[src/rtl/alu_mult_seq.sv]
// Sequential shift-and-add multiplier that borrows the shared alu_32 for one ADD per cycle.
// Optional signed support is compiled in with `define ALU_MULT_SIGNED_EN.
module alu_mult_seq #(
  parameter int         WIDTH   = 32,
  parameter logic [3:0] ALU_ADD = 4'h2,
  parameter int         CNT_W   = 6
) (
  input  logic                 clk,
  input  logic                 reset,
  input  logic                 start,
  input  logic [WIDTH-1:0]     mcand,
  input  logic [WIDTH-1:0]     mplier,
  input  logic                 signed_op,
  output logic                 busy,
  output logic                 done,
  output logic [2*WIDTH-1:0]   product,
  output logic                 alu_req,
  output logic [WIDTH-1:0]     alu_a,
  output logic [WIDTH-1:0]     alu_b,
  output logic [3:0]           alu_control,
  input  logic [WIDTH-1:0]     alu_result,
  input  logic                 alu_cout,
  output logic [1:0]           state_dbg
);

  localparam logic [1:0] S_IDLE = 2'd0;
  localparam logic [1:0] S_RUN  = 2'd1;
  localparam logic [1:0] S_DONE = 2'd2;
  localparam logic [1:0] S_FIX  = 2'd3;

  logic [1:0]           state;
  logic [WIDTH-1:0]     mcand_r;
  logic [2*WIDTH-1:0]   acc;
  logic [CNT_W-1:0]     cnt;
  logic [WIDTH-1:0]     hi;
  logic [WIDTH-1:0]     lo;
  logic [2*WIDTH-1:0]   acc_next;
  logic                 last_iter;
  logic [WIDTH-1:0]     a_mag;
  logic [WIDTH-1:0]     b_mag;

  assign hi        = acc[2*WIDTH-1:WIDTH];
  assign lo        = acc[WIDTH-1:0];
  // 33-bit ALU sum shifted right one place; carry lands in the top bit.
  assign acc_next  = {alu_cout, alu_result, lo[WIDTH-1:1]};
  assign last_iter = (cnt == CNT_W'(WIDTH-1));

`ifdef ALU_MULT_SIGNED_EN
  logic signed_r;
  logic neg_r;
  logic neg_in;

  // Operate on magnitudes; the sign is reapplied in the FIX cycle.
  assign a_mag  = (signed_op && mcand[WIDTH-1])  ? -mcand  : mcand;
  assign b_mag  = (signed_op && mplier[WIDTH-1]) ? -mplier : mplier;
  assign neg_in = signed_op && (mcand[WIDTH-1] ^ mplier[WIDTH-1]);
`else
  logic unused_signed_op;

  assign a_mag            = mcand;
  assign b_mag            = mplier;
  assign unused_signed_op = signed_op;
`endif

  always_comb begin
    alu_a       = '0;
    alu_b       = '0;
    alu_control = '0;
    if (state == S_RUN) begin
      alu_a       = hi;
      alu_b       = lo[0] ? mcand_r : '0;
      alu_control = ALU_ADD;
    end
  end

  assign busy      = (state == S_RUN) || (state == S_FIX);
  assign alu_req   = busy;
  assign done      = (state == S_DONE);
  assign state_dbg = state;

  always_ff @(posedge clk) begin
    if (reset) begin
      state   <= S_IDLE;
      mcand_r <= '0;
      acc     <= '0;
      cnt     <= '0;
      product <= '0;
`ifdef ALU_MULT_SIGNED_EN
      signed_r <= 1'b0;
      neg_r    <= 1'b0;
`endif
    end else begin
      case (state)
        S_IDLE: begin
          if (start) begin
            mcand_r <= a_mag;
            acc     <= {{WIDTH{1'b0}}, b_mag};
            cnt     <= '0;
            state   <= S_RUN;
`ifdef ALU_MULT_SIGNED_EN
            signed_r <= signed_op;
            neg_r    <= neg_in;
`endif
          end
        end
        S_RUN: begin
          acc <= acc_next;
          cnt <= cnt + 1'b1;
          if (last_iter) begin
`ifdef ALU_MULT_SIGNED_EN
            if (signed_r) begin
              state <= S_FIX;
            end else begin
              product <= acc_next;
              state   <= S_DONE;
            end
`else
            product <= acc_next;
            state   <= S_DONE;
`endif
          end
        end
`ifdef ALU_MULT_SIGNED_EN
        S_FIX: begin
          acc     <= neg_r ? -acc : acc;
          product <= neg_r ? -acc : acc;
          state   <= S_DONE;
        end
`endif
        S_DONE: state <= S_IDLE;
        default: state <= S_IDLE;
      endcase
    end
  end

endmodule

[config.mk]
export PLATFORM = sky130hd
export DESIGN_NAME = alu_mult_seq
export DESIGN_NICKNAME = d
export VERILOG_FILES = /design/src/rtl/alu_mult_seq.sv
export SDC_FILE = /design/constraint.sdc
export NUM_CORES = 1
export LEC_CHECK = 0
export ABC_AREA = 1
export BUFFER_PORTS_ARGS = -buffer_cell sky130_fd_sc_hd__buf_2
export CAP_MARGIN = 40
export CORE_MARGIN = 1
export CORE_UTILIZATION = 50
export CTS_CLUSTER_SIZE = 14
export DETAILED_ROUTE_END_ITERATION = 8
export PLACE_DENSITY = 0.77
export SKIP_LAST_GASP = 1
export SYNTH_ARGS = -nofsm -noshare
export SYNTH_HDL_FRONTEND = slang
export SYNTH_SLANG_ARGS = --single-unit
[constraint.sdc]
create_clock -name clk -period 1.8 [get_ports clk]
set_input_delay 0 -clock clk [delete_from_list [all_inputs] [get_ports clk]]
set_output_delay 0 -clock clk [all_outputs]
set_load 0.01 [all_outputs]
# Word level (Yosys, flattened, before mapping)
# Index checks and enable logic that the tools add are counted.
totals:
  output_inout_bits: 137
  register_bits: 168
  inputBits: 101
op_classes:
  reduce_logical: 7
  addsub: 1
  eq_ne: 6
  mux: 11
ops:
  columns: ["operator", "n"]
  rows:
  - ["$pmux W64 S2", 1]
  - ["$mux W32", 3]
  - ["$mux W64", 1]
  - ["$pmux W6 S2", 1]
  - ["$reduce_and A2 Y1", 4]
  - ["$add A6 B1 Y6 const B", 1]
  - ["$eq A6 B5 Y1 const B", 1]
  - ["$mux W2", 3]
  - ["$mux W6", 1]
  - ["$eq A2 B2 Y1 const B", 2]
  - ["$ne A2 B2 Y1 const B", 2]
  - ["$pmux W2 S2", 1]
  - ["$eq A2 B1 Y1 const B", 1]
  - ["$logic_not A2 Y1", 1]
  - ["$reduce_bool A2 Y1", 1]
  - ["$logic_or A1 B1 Y1", 1]

# Logic depth before layout (Yosys ltp)
depth:
  depth_word: 3
  depth_mapped: 8
  mapped_depth_nobuf: 6

# Least setup slack after synthesis
# OpenSTA, ideal clock, no wires.
synth_timing:
  path_type: "register -> register"
  start: "register cnt[0]"
  end: "register product[0]"
  period_less_slack_ps: 1336
  stages_incl_launch_ff: 9
  n_path_buf: 2
  arrival_ps: 1223
  slack_ps: 464
  cell_sequence: "dfxtp_1 > ha_1 > nand3_1 > nor2_2 > nand2_1 > buf_2 > buf_6 > nand3_1 > nand2_1"
synth_via:
  elab_chain_len: 2
synth_rtl:
  columns: ["item", "line_no", "rtl"]
  rows:
  - ["start: declaration", "34", "logic [CNT_W-1:0] cnt;"]
  - ["start signal: assignment", "108", "cnt <= cnt + 1'b1;"]
  - ["$eq A6 B5 Y1", "46", "assign last_iter = (cnt == CNT_W'(WIDTH-1));"]
  - ["$reduce_and A2 Y1 (no source line)", null, null]
  - ["end signal: assignment", "118", "product <= acc_next;"]
  - ["end: declaration", "16", "output logic [2*WIDTH-1:0] product,"]
# No other way between the ends.
# A chain may end at the register's enable or synchronous reset.

# Worst setup path after layout
layout_timing:
  start: "register state[1] (netlist: state_dbg[1])"
  end: "output port alu_a[8]"
layout_via:
  elab_chain_len: 2
layout_rtl:
  columns: ["item", "line_no", "rtl"]
  rows:
  - ["start: declaration", "31", "logic [1:0] state;"]
  - ["start signal: assignment", "83", "state <= S_IDLE;"]
  - ["start signal: assignment", "99", "state <= S_RUN;"]
  - ["start signal: assignment", "119", "state <= S_DONE;"]
  - ["$eq A2 B1 Y1", "69", "if (state == S_RUN) begin"]
  - ["$mux W32", "69", null]
  - ["end: declaration", "18", "output logic [WIDTH-1:0] alu_a,"]
# No other way between the ends.

==> flow_summary_export.csv <==
group,metric,value,unit
detailed_routing,antenna_left,0,
yosys,synth-simple-area-share,34.29,%
pwr,finalPower,8.290,mW
clock_network,cts_buffer_depth,2,
placement,gp_congestion,0.7840,
critical_path,rr_startpoint,"cnt[0]",
detailed_routing,vias,7583,
placement,placed_cell_area,8313,sq um
critical_path,path_cells,"inv_2, nand2_8, buf_12, nor2_1, buf_2",
sta,post-route-period-util,95.41,%
worst_hold_path,holdPathStages,4,
die,rows,43,
critical_path,r2r_cells,7,
grt,grt_max_degree,58,
sta,final_hold_viol_count,0,
yosys,ys_seq_area_share,47.42,%
worst_hold_path,whs_endpoint,"cnt[5]",
critical_path,slowest_delay,400,ps
grt,antenna_found_initial,1,
pwr,leakage,4.685,nW
detailed_routing,drt-initial-drc-count,664,
clock_network,cts-htree-levels,4,
layout,final_cell_mix,"buf_2, nand2_1, dfxtp_1",
yosys,synth_cell_types,23,
die,die-height,121.1,um
layout,layout_commonest_cell,"buf_2",
critical_path,crit_slowest_cell,"dfxtp_1",
layout,area_growth,38.53,%
critical_path,critical_path.endpoint_type,"output pin",
pwr,peakVddDrop,0.6999,mV
yosys,synth-compound-area-share,7.391,%
detailed_routing,post_drt_wl_per_cell,14.36,um
clock_network,cts_tree,"built",
critical_path,critPathMaxFanout,53,
status,status,"finished, final reports clean",
yosys,netlist_instances,984,
grt,grt_pass1_vias,7034,
clock_network,cts-root-buf,"clkbuf_16",
yosys,synth_top_family_by_area,"simple AND/OR/NAND/NOR gates",
yosys,synth_xor_area_share,0,%
sta,fin_crit,1717,ps
critical_path,r2r-end,"product[20]",
die,start_util,51.10,%
yosys,synth.area.mux_share,0,%
placement,io_buffers,233,
flow_run,cap_violations,0,
pwr,p_per_area,843.7,nW/um^2
sta,fmax,0.5823,GHz
die,core_area,13880,sq um
critical_path,worstPathArrival,1720,ps
yosys,yosysWarnings,0,
grt,grt_usage,28.97,%
critical_path,required,1800,ps
yosys,synth.cell_area,7093,sq um
worst_hold_path,min_from,"reset",
sta,setup_viol,0,
critical_path,rrSetupSlack,240,ps
layout,design_area,9826,sq um
detailed_routing,drcViolationCount,0,
die,ios,238,
detailed_routing,avgViaCountPerCell,5.173,
yosys,synth_seq_cells,168,
die,die-area,14670,sq um
detailed_routing,dr.pass1.iters,5,
critical_path,path_class,"flop to output pin",
grt,grt-ovfl-total,0,
yosys,syn_area_per_cell,7.208,sq um
clock_network,cts.sinks,168,
layout,final_nets,1374,
grt,grt_pass1_wl,33.64,mm
yosys,synth_adder_area_share,0.1764,%
sta,drv_slew,0,
critical_path,cp-start-kind,"flop",
clock_network,clk_latency,420,ps
detailed_routing,routed_wirelength,21.06,mm
sta,clock-skew-final,6.055,ps
critical_path,critPathBufInv,3,
sta,fin_tns_setup,0,ps
sta,rsz0062_at_grt,"no",
layout,layout-drive-gt1-share,22.96,%
critical_path,cp_top_family,"buffers and inverters",
placement,place_hpwl,12.19,mm
die,die_x,121.1,um
worst_hold_path,hold_class,"input port to flop",
clock_network,cts_buffers,17,
clock_network,clk_pin_slew,60,ps
how the worst max path moves through the flow:
| stage | from | to | cells past startpoint |
|---|---|---|---|
| 6_report | state_dbg[1] | alu_a[8] | 5 |
| 2_1_floorplan | cnt[0] | product[0] | 8 |
| 3_5_place_dp | cnt[0] | product[2] | 7 |
| 4_1_cts | state_dbg[0] | alu_a[8] | 4 |
| 5_1_grt | state_dbg[1] | alu_b[18] | 5 |
| 3_3_place_gp | cnt[0] | product[25] | 7 |
cell families (layout without fill, tap and decap cells):
| family | Yosys count | count (layout) |
|---|---|---|
| AOI/OAI and AO/OA | 104 | 104 |
| adders and majority gates | 1 | 1 |
| buffers and inverters | 164 | 463 |
| DFF | 168 | 168 |
| other | 1 | 4 |
| and+or+nand+nor | 546 | 546 |
sequential cells by signal, summed over array words and instances (netlist names):
signal,cells
acc,64
state_dbg,2
cnt,6
mcand_r,32
product,64
metal layers:
| layer | track usage [%] | part of all wire [%] | vias to the layer above |
|---|---|---|---|
| met4 | 17.13 | 4.1 | 0 |
| met3 | 5.592 | 6.7 | 68 |
| li1 | - | - | 3726 |
| met5 | 0 | 0 | - |
| met1 | 33.79 | 41 | 3463 |
| met2 | 49.21 | 48 | 326 |
power by group:
part / total [mW] / switching (mW) / internal (mW)
Combinational: 1.01 / 0.558 / 0.449
Sequential: 3.98 / 0.0977 / 3.88
Clock: 3.31 / 1.45 / 1.86
Total: 8.29 / 2.10 / 6.19
synth_stat cells:
cell type / instances / share of area, %
nand4_1: 65 / 5.7
o21ai_0: 67 / 4.7
inv_2: 2 / 0.11
nor3b_1: 31 / 3.3
o21ai_2: 1 / 0.12
nor2_4: 1 / 0.16
buf_6: 6 / 0.95
buf_1: 1 / 0.053
ha_1: 1 / 0.18
buf_4: 12 / 1.3
nor2_2: 1 / 0.088
nor2_1: 166 / 8.8
clkinv_1: 1 / 0.053
a21oi_1: 36 / 2.5
or2_2: 1 / 0.088
clkbuf_1: 26 / 1.4
dfxtp_1: 168 / 47
inv_1: 75 / 4.0
nand2_1: 212 / 11
conb_1: 1 / 0.053
buf_2: 41 / 2.9
nand3_1: 68 / 4.8
nand3_2: 1 / 0.14
metrics by stage:
step / std cells / util [%] / setup WS [ps] / hold WS, ps
finish: 1466 / 70.79 / 82.66 / 52.66
global route: 1466 / 70.79 / 8.500 / 80.79
CTS: 1465 / 70.76 / 20.92 / 38.19
detailed placement: 1336 / 59.89 / 262.8 / 257.3
global placement: 1336 / 59.89 / 318.7 / 251.0
floorplan: 986 / - / 463.5 / 148.2
area by class of cell:
| type | instances | area (sq um) |
|---|---|---|
| Sequential cell | 168 | 3364 |
| Timing Repair Buffer | 353 | 2397 |
| Fill cell | 1133 | 4055 |
| Antenna cell | 1 | 2.502 |
| Tap cell | 180 | 225.2 |
| Clock buffer | 24 | 481.7 |
| Multi-Input combinational cell | 654 | 3012 |
| Inverter | 78 | 295.3 |
| Clock inverter | 8 | 47.55 |
worst min-delay path, cell delays in order:
cell     delay [ps]
buf_2           110
inv_4           170
nand2_1         120
nor2_1           30
what timing repair did:
action | in CTS | in global routing
gates resized for setup | 1 | 1
endpoints found under the hold margin | 129 | 0
pin swaps | 0 | 0
buffers inserted | 0 | 0
hold buffers | 97 | 0
endpoints found under the setup margin | 2 | 42
(Power assumes the default switching activity.)
